**src/rtl/cpld_rom_pkg.sv**
```systemverilog
// Shared constants and types for the CPC multi-slot ROM board controller.
// Config bit positions, bus region codes and write-FSM states.
package cpld_rom_pkg;

  localparam int CFG_EN = 0;
  localparam int CFG_WE = 1;
  localparam int CFG_LO = 2;

  localparam logic [1:0] A_UPPER = 2'b11;
  localparam logic [1:0] A_LOWER = 2'b00;

  typedef enum logic [1:0] {
    ST_IDLE,
    ST_SETUP,
    ST_PULSE,
    ST_HOLD
  } wr_state_e;

  function automatic int bank_w(input int n);
    return (n > 1) ? $clog2(n) : 1;
  endfunction

endpackage

```
**src/rtl/cpld_io_wr_detect.sv**
```systemverilog
// Two-flop strobe sync plus one-shot Z80 I/O write detect.
// Re-arms only once IOREQ_B has been seen high again.
module cpld_io_wr_detect (
  input  logic clk_i,
  input  logic rst_ni,
  input  logic iorq_b_i,
  input  logic wr_b_i,
  input  logic m1_b_i,
  output logic iowr_o,
  output logic wr_b_s_o
);

  logic [1:0] iorq_q, wr_q, m1_q;
  logic       armed_q, armed_d;
  logic       fire;

  assign fire = armed_q & ~iorq_q[1]
              & ~wr_q[1] & m1_q[1];

  always_comb begin
    armed_d = armed_q;
    if (iorq_q[1])
      armed_d = 1'b1;
    else if (fire)
      armed_d = 1'b0;
  end

  always_ff @(posedge clk_i or negedge rst_ni) begin
    if (!rst_ni) begin
      iorq_q  <= 2'b11;
      wr_q    <= 2'b11;
      m1_q    <= 2'b11;
      armed_q <= 1'b1;
    end else begin
      iorq_q  <= {iorq_q[0], iorq_b_i};
      wr_q    <= {wr_q[0], wr_b_i};
      m1_q    <= {m1_q[0], m1_b_i};
      armed_q <= armed_d;
    end
  end

  assign iowr_o   = fire;
  assign wr_b_s_o = wr_q[1];

endmodule

```
**src/rtl/cpld_rom_ctrl.sv**
```systemverilog
// CPC ROM board glue: upper-ROM select latch, slot decode, config
// register and timed SRAM write strobe sequencer.
module cpld_rom_ctrl
  import cpld_rom_pkg::*;
#(
  parameter int          NUM_SLOTS = 16,
  parameter int          BASE_SLOT = 0,
  parameter int          LOWER_EN  = 1,
  parameter logic [15:0] CFG_ADDR  = 16'hDF80,
  parameter int          WE_CYCLES = 2
) (
  input  logic                       CLK,
  input  logic                       RESET_B,
  input  logic [15:0]                A,
  input  logic [7:0]                 D,
  input  logic                       IOREQ_B,
  input  logic                       MREQ_B,
  input  logic                       RD_B,
  input  logic                       WR_B,
  input  logic                       M1_B,
  input  logic                       ROMEN_B,
  output logic                       romdis,
  output logic                       bufoe_b,
  output logic                       bufdir,
  output logic                       rom_ce_b,
  output logic                       rom_oe_b,
  output logic                       rom_we_b,
  output logic [bank_w(NUM_SLOTS):0] rom_bank
);

  localparam int         BW    = bank_w(NUM_SLOTS);
  localparam logic [7:0] NS8   = 8'(NUM_SLOTS);
  localparam logic [7:0] BASE8 = 8'(BASE_SLOT);
  localparam logic [2:0] WE_M1 = 3'(WE_CYCLES - 1);
  localparam logic       LO_OK = (LOWER_EN != 0);

  logic        iowr, wr_s;
  logic [1:0]  mreq_q;
  logic [7:0]  sel_q, sel_d;
  logic [2:0]  cfg_q, cfg_d;
  wr_state_e   st_q, st_d;
  logic [2:0]  cnt_q, cnt_d;
  logic [BW:0] bank_q, bank_d;
  logic [7:0]  diff;
  logic        uhit, lhit, hit;
  logic [BW:0] hit_bank;

  cpld_io_wr_detect u_iowr (
    .clk_i   (CLK),
    .rst_ni  (RESET_B),
    .iorq_b_i(IOREQ_B),
    .wr_b_i  (WR_B),
    .m1_b_i  (M1_B),
    .iowr_o  (iowr),
    .wr_b_s_o(wr_s)
  );

  // Wrap below BASE_SLOT lands far above NUM_SLOTS and so misses.
  assign diff = sel_q - BASE8;
  assign uhit = cfg_q[CFG_EN] & (diff < NS8)
              & (A[15:14] == A_UPPER);
  assign lhit = LO_OK & cfg_q[CFG_EN] & cfg_q[CFG_LO]
              & (A[15:14] == A_LOWER);
  assign hit  = uhit | lhit;

  always_comb begin
    hit_bank = '0;
    if (lhit)
      hit_bank = {1'b1, {BW{1'b0}}};
    else if (uhit)
      hit_bank = {1'b0, diff[BW-1:0]};
  end

  always_comb begin
    sel_d = sel_q;
    cfg_d = cfg_q;
    if (iowr && !A[13])
      sel_d = D;
    if (iowr && A == CFG_ADDR)
      cfg_d = D[2:0];
  end

  always_comb begin
    st_d     = st_q;
    cnt_d    = cnt_q;
    bank_d   = bank_q;
    bufoe_b  = 1'b1;
    bufdir   = 1'b1;
    rom_ce_b = 1'b1;
    rom_oe_b = 1'b1;
    rom_we_b = 1'b1;
    unique case (st_q)
      ST_IDLE: begin
        if (!ROMEN_B && !RD_B && hit) begin
          rom_ce_b = 1'b0;
          rom_oe_b = 1'b0;
          bufoe_b  = 1'b0;
          bufdir   = 1'b0;
        end
        if (!mreq_q[1] && !wr_s
            && cfg_q[CFG_WE] && hit) begin
          st_d   = ST_SETUP;
          bank_d = hit_bank;
        end
      end
      ST_SETUP: begin
        rom_ce_b = 1'b0;
        bufoe_b  = 1'b0;
        if (wr_s) begin
          st_d = ST_HOLD;
        end else begin
          st_d  = ST_PULSE;
          cnt_d = WE_M1;
        end
      end
      ST_PULSE: begin
        rom_ce_b = 1'b0;
        bufoe_b  = 1'b0;
        rom_we_b = 1'b0;
        if (wr_s || cnt_q == 3'd0)
          st_d = ST_HOLD;
        else
          cnt_d = cnt_q - 3'd1;
      end
      ST_HOLD: begin
        rom_ce_b = 1'b0;
        bufoe_b  = 1'b0;
        if (wr_s)
          st_d = ST_IDLE;
      end
      default: st_d = ST_IDLE;
    endcase
  end

  always_ff @(posedge CLK or negedge RESET_B) begin
    if (!RESET_B) begin
      mreq_q <= 2'b11;
      sel_q  <= 8'h00;
      cfg_q  <= 3'b001;
      st_q   <= ST_IDLE;
      cnt_q  <= 3'd0;
      bank_q <= '0;
    end else begin
      mreq_q <= {mreq_q[0], MREQ_B};
      sel_q  <= sel_d;
      cfg_q  <= cfg_d;
      st_q   <= st_d;
      cnt_q  <= cnt_d;
      bank_q <= bank_d;
    end
  end

  assign romdis   = hit;
  assign rom_bank = (st_q == ST_IDLE) ? hit_bank : bank_q;

endmodule

```
**config.mk**
```make
export PLATFORM = sky130hd
export DESIGN_NAME = cpld_rom_ctrl
export DESIGN_NICKNAME = d
export VERILOG_FILES = /design/src/rtl/cpld_rom_pkg.sv /design/src/rtl/cpld_io_wr_detect.sv /design/src/rtl/cpld_rom_ctrl.sv
export SDC_FILE = /design/constraint.sdc
export NUM_CORES = 1
export LEC_CHECK = 0
export CORE_MARGIN = 4
export CORE_UTILIZATION = 23
export CTS_CLUSTER_DIAMETER = 120
export DETAILED_ROUTE_END_ITERATION = 8
export DONT_BUFFER_PORTS = 1
export GPL_TIMING_DRIVEN = 0
export PLACE_DENSITY = 0.48
export SYNTH_ARGS = -nofsm -noshare
export SYNTH_HDL_FRONTEND = slang
export SYNTH_SLANG_ARGS = --single-unit
```
**constraint.sdc**
```tcl
create_clock -name CLK -period 5.3 [get_ports CLK]
set_input_delay 0.53 -clock CLK [delete_from_list [all_inputs] [get_ports CLK]]
set_output_delay 0.53 -clock CLK [all_outputs]
set_load 0.05 [all_outputs]
```
# Word-level counts from Yosys, hierarchy flattened
# Index checks and enable logic that the tools add are counted.
word_totals:
  reg_bits: 30
  in_bits: 32
  output_inout_bits: 11
  word_cells: 71
classes:
  addsub: 1
  magnitude_cmp: 1
  n_eq_ne: 10
  muxes: 17
  n_bitwise: 10
  n_reduce_logical: 22
ops:
  columns: ["cell", "count"]
  rows:
  - ["$eq 16x16->1 const B", 1]
  - ["$mux 5", 2]
  - ["$lt 8x5->1 const B", 1]
  - ["$ne 2x2->1 const B", 4]
  - ["$pmux 2 s4", 1]
  - ["$and 1x1->1", 7]
  - ["$logic_and 1x1->1", 7]
  - ["$eq 2x2->1 const B", 3]
  - ["$mux 1", 6]
  - ["$mux 2", 3]
  - ["$mux 3", 2]
  - ["$pmux 3 s2", 1]
  - ["$reduce_and 3->1", 2]
  - ["$logic_not 1->1", 5]
  - ["$logic_not 2->1", 2]
  - ["$mux 4", 1]
  - ["$reduce_bool 2->1", 2]
  - ["$logic_not 3->1", 1]
  - ["$reduce_or 3->1", 1]
  - ["$sub 3x1->3 const B", 1]
  - ["$eq 2x1->1 const B", 1]
  - ["$ne 2x1->1 const B", 1]
  - ["$not 1->1", 2]
  - ["$pmux 1 s2", 1]
  - ["other kinds (3)", 3]

# Logic depth before layout (Yosys ltp)
logic_depth:
  depth_word: 7
  depth_mapped: 6
  ltp_nobuf: 6

# Modules after synthesis
# A second synthesis with hierarchy kept.
unflattened:
  hier_cells: 120
  hier_area_um2: 1507.7
modules_own_cells:
  columns: ["mod", "n_inst", "cells_per_inst", "area_each_um2", "seq_area_each_um2"]
  rows:
  - ["cpld_rom_ctrl", 1, 110, 1290.0, 579.3]
  - ["cpld_io_wr_detect", 1, 10, 217.7, 183.9]

# Least setup slack after synthesis
# OpenSTA, ideal clock, no wires.
synth_path:
  path_type: "input port to output port"
  startpoint: "input A[15]"
  endpoint: "output rom_ce_b"
  arrival_ns: 2.132
  required_ns: 4.770
  path_slack_ns: 2.638
  path_stages: 5
  path_buffers: 1
  path_cell_list: "and4bb_1 > a21oi_1 > nor3_1 > nor2b_1 > buf_4"
synth_via:
  elab_chain_cells: 6
  elab_cells_between_ends: 8
  classes_between: "eq/ne (1); mux (2); bitwise (3); reduce/logical (2)"
synth_lines:
  columns: ["element", "line_no", "text"]
  rows:
  - ["start, declared", "cpld_rom_ctrl.sv:14", "input logic [15:0] A,"]
  - ["$eq 2x2->1 / $logic_not 2->1 (equally long branches)", "cpld_rom_ctrl.sv:61, cpld_rom_ctrl.sv:63", null]
  - ["$and 1x1->1, on equally long branches", "cpld_rom_ctrl.sv:61, cpld_rom_ctrl.sv:63", null]
  - ["$or 1x1->1 *", "cpld_rom_ctrl.sv:64", "assign hit = uhit | lhit;"]
  - ["$logic_and 1x1->1 *", "cpld_rom_ctrl.sv:94", "if (!ROMEN_B && !RD_B && hit) begin"]
  - ["$mux 1 *", null, null]
  - ["$pmux 1 s2 *", null, null]
  - ["end, declared", "cpld_rom_ctrl.sv:25", "output logic rom_ce_b,"]
# Every way passes the cells marked *; elsewhere a longest branch is shown, timed or not.

# Worst setup path after layout
layout_path:
  startpoint: "register sel_q[7]"
  endpoint: "output rom_ce_b"
layout_via:
  elab_chain_cells: 7
layout_lines:
  columns: ["element", "line_no", "text"]
  rows:
  - ["start, declared", "cpld_rom_ctrl.sv:39", "logic [7:0] sel_q, sel_d;"]
  - ["start signal, assigned", "cpld_rom_ctrl.sv:145", "sel_q <= sel_d;"]
  - ["$lt 8x5->1", "cpld_rom_ctrl.sv:60", "assign uhit = cfg_q[CFG_EN] & (diff < NS8)"]
  - ["$and 1x1->1", "cpld_rom_ctrl.sv:60", null]
  - ["$and 1x1->1", "cpld_rom_ctrl.sv:61", "& (A[15:14] == A_UPPER);"]
  - ["$or 1x1->1", "cpld_rom_ctrl.sv:64", null]
  - ["$logic_and 1x1->1", "cpld_rom_ctrl.sv:94", null]
  - ["$mux 1", null, null]
  - ["$pmux 1 s2", null, null]
# No other way between the ends.

==> run_results.csv <==
group,metric,value,unit
clock_network,clock_tree.root_cell,"clkbuf_8",
global_route,grt_pass1_wl,5.02,mm
yosys,yosys.cell_types.count,36,
power_and_ir_drop,p_sw,0.000115,W
die,floorplan.initialDensity,0.240,
yosys,yosysSeqAreaShare,0.527,
power_and_ir_drop,worst_ir_drop_on_vdd,175,uV
timing,report.final.hold_viol_count,0,
timing,timing.fmax,333,MHz
global_route,gr-usage-all-layers,0.0847,
timing,worst_hold_slack,93.2,ps
power_and_ir_drop,combPwrFrac,0.090,
yosys,post_synth_instance_area,1450,um^2
worst_setup_path,end_kind,"primary output",
timing,final_min_period_over_clock_period,0.567,
global_route,number_of_global_route_vias_before_repair,1054,
clock_network,deepest_level_of_the_cts_h_tree,2,
place,gpl.final_weighted_congestion,0.697,
place,dp.final_hpwl,2.26,mm
detailed_routing,number_of_drc_violations_after_detailed_routing_iteration_0,47,
global_route,met1_capacity_usage_during_global_routing,0.0975,
timing,finalSetupTns,0,ps
timing,drv_slew,0,
die,die_width,87.3,um
detailed_routing,routed_via_density,4.72,
power_and_ir_drop,cellLeakagePower,0.733,nW
global_route,grtUsageMet3,0.0360,
timing,grt_setup_unrepaired,"no",
timing,report.final.setup_viol,0,
detailed_routing,drc,0,
power_and_ir_drop,pwr_density_cell,300,nW/um^2
yosys,syn_nets,162,
clock_network,cts_hold_buffers,1,
timing,worstMarginPinSlew,1070,ps
die,die_area,7630,um^2
timing,slew-limit-headroom,0.289,
yosys,postSynthCellCount,123,
detailed_routing,route.final.wire_length,2.94,mm
finish,drive_above_1_share,0.227,
yosys,synth_edf_count,0,
clock_network,clock_transition_at_the_register_clock_pins_on_the_worst_setup_and_hold_paths_after_cts,60,ps
yosys,ys_dominant_reg_cell,"dfrtp_1",
worst_setup_path,path_class,"register to primary output",
worst_setup_path,timing.critical_path.fanout_max,4,
power_and_ir_drop,pwr-share-clk,0.373,
timing,fin_worst_skew,7.29,ps
clock_network,cts_num_sinks,30,
clock_network,cts_max_path_buffers,2,
yosys,syn_avg_cell_area,11.8,um^2
clock_network,cts_tree,"done",
timing,post-route-min-period,3000,ps
detailed_routing,antenna_violating_nets_post_route,0,
job,max_cap_violations,0,
global_route,use_met2,0.138,
worst_setup_path,start_kind,"register",
clock_network,cts-buffers-inserted,5,
clock_network,post-cts-setup-buffers,0,
clock_network,worstSkewPairLatency,270,ps
worst_setup_path,worstPathRequired,4770,ps
yosys,yosys_warnings,0,
die,ios,43,
power_and_ir_drop,power_report.internal_total,0.000377,W
worst_hold_path,hold_removal_path_class,"input pin to async pin",
finish,nNetsFinal,170,
worst_setup_path,crit_arrival,2470,ps
place,buffers_on_ports,0,
yosys,async_flop_share,1.00,
power_and_ir_drop,total_power,0.000492,W
clock_network,number_of_instances_resized_during_post_cts_repair,0,
yosys,synth.ff_latch_count,30,
power_and_ir_drop,power.switching_fraction,0.235,
global_route,grt_max_degree,21,
finish,nFillCells,666,
detailed_routing,drtPass1Iterations,4,
die,standard_cell_row_count,28,
power_and_ir_drop,power.share.sequential,0.537,
die,floorplan.core_area,6030,um^2
global_route,global_route.overflow_total,0,
finish,areaGrowthSynthToFinish,13.5,%
run_status,status,"complete, no violations",
die,die_height,87.3,um
detailed_routing,route.detailed.wl_per_inst,14.2,um
detailed_routing,num_vias,978,
finish,antennaDiodeCount,0,
global_route,grt_antenna_before_repair,0,
global_route,most_used_routing_layer,"met2",
## stage by stage
| step | setup slack, ps | util | cells | area (um^2) |
|---|---|---|---|---|
| 3_5_place_dp | 2360 | 0.256 | 198 | 1540 |
| 6_report | 2300 | 0.273 | 207 | 1640 |
| 2_1_floorplan | 2640 | - | 123 | 1450 |
| 3_3_place_gp | 2360 | 0.256 | 198 | 1540 |
| 4_1_cts | 2220 | 0.273 | 207 | 1640 |
| 5_1_grt | 2120 | 0.273 | 207 | 1640 |
## power groups by stage
stage               clock network, W  registers, W  logic [W]
floorplan                          0      0.000265  0.0000337
global placement                   0      0.000267  0.0000383
detailed placement                 0      0.000268  0.0000410
CTS                         0.000193      0.000264  0.0000451
global route                0.000205      0.000268  0.0000515
finish                      0.000184      0.000264  0.0000442
## critical path: stages, from the launching register on
cell	delay (ps)
dfrtp_1	340
and4bb_1	250
a21oi_1	370
nor3_1	110
nor2b_1	780
buf_4	340
## kinds of logic after synthesis
kind of cell               count (synthesis)  synth area share
DFF                                       30             0.527
buffers and inverters                     17            0.0510
AOI/OAI and AO/OA                         27             0.134
muxes                                     10            0.0804
and+or+nand+nor                           32             0.147
adders and majority gates                  7            0.0605
## cell type report
class                      count  area (um^2)  area share
buffer                         4         25.0      0.0152
clock buffer                   7         86.3      0.0526
clock inverter                 1         5.00     0.00305
inverter                      13         48.8      0.0297
multi-input combinational     76          611       0.372
sequential                    30          763       0.465
tap                           75         93.8      0.0571
timing repair buffer           1         10.0     0.00609
## flip-flops by register name, summed over array words and instances, names as in the netlist, 3 cells and up
signal  cells
cfg_q       3
cnt_q       3
bank_q      5
sel_q       8
## cells in the mapped netlist, types with 2 or more instances
cell / n / area [um^2]
dfrtp_1: 20 / 500
inv_1: 13 / 48.8
dfstp_2: 10 / 263
nand2_1: 9 / 33.8
o21ai_0: 8 / 40.0
ha_1: 7 / 87.6
a22o_1: 5 / 43.8
mux2_2: 5 / 56.3
mux2_1: 4 / 45.0
o2bb2ai_1: 4 / 35.0
nand3_1: 3 / 15.0
nor3_1: 3 / 15.0
a21oi_1: 2 / 10.0
and4bb_1: 2 / 25.0
buf_2: 2 / 10.0
buf_4: 2 / 15.0
nand2b_1: 2 / 12.5
nor2_1: 2 / 7.51
nor2b_1: 2 / 12.5
nor4_1: 2 / 12.5
## routing by layer
metal	routed length (um)	part of all wire	vias to the layer above
li1	-	-	455
met1	1220	0.42	476
met2	1400	0.48	45
met3	299	0.10	2
met4	17	0.0058	0
met5	0	0	-
## placed cells by master, fill, tap and decap left out, drive strengths merged, types with 2 or more instances in the layout
cell	instances
ha	7
o2bb2ai	4
a21oi	2
and4bb	2
nor2b	2
a22o	5
dfrtp	20
inv	13
buf	4
nor3	3
nor2	2
nor4	2
nand2	9
nand2b	2
nand3	3
clkbuf	7
dfstp	10
mux2	10
o21ai	8
## worst paths after layout
| path | from | endpoint | slack, ps | depth (start not counted) |
|---|---|---|---|---|
| max in group asynchronous | RESET_B | cnt_q[0] | 3900 | 1 |
| max reg2reg | st_q[0] | bank_q[4] | 3350 | 6 |
| min in group CLK | M1_B | u_iowr.m1_q[0] | 250 | 0 |
| max | sel_q[7] | rom_ce_b | 2300 | 5 |
| min reg2reg | u_iowr.iorq_q[0] | u_iowr.iorq_q[1] | 350 | 0 |
| min | RESET_B | cfg_q[0] | 90 | 0 |
(Power assumes the default switching activity.)
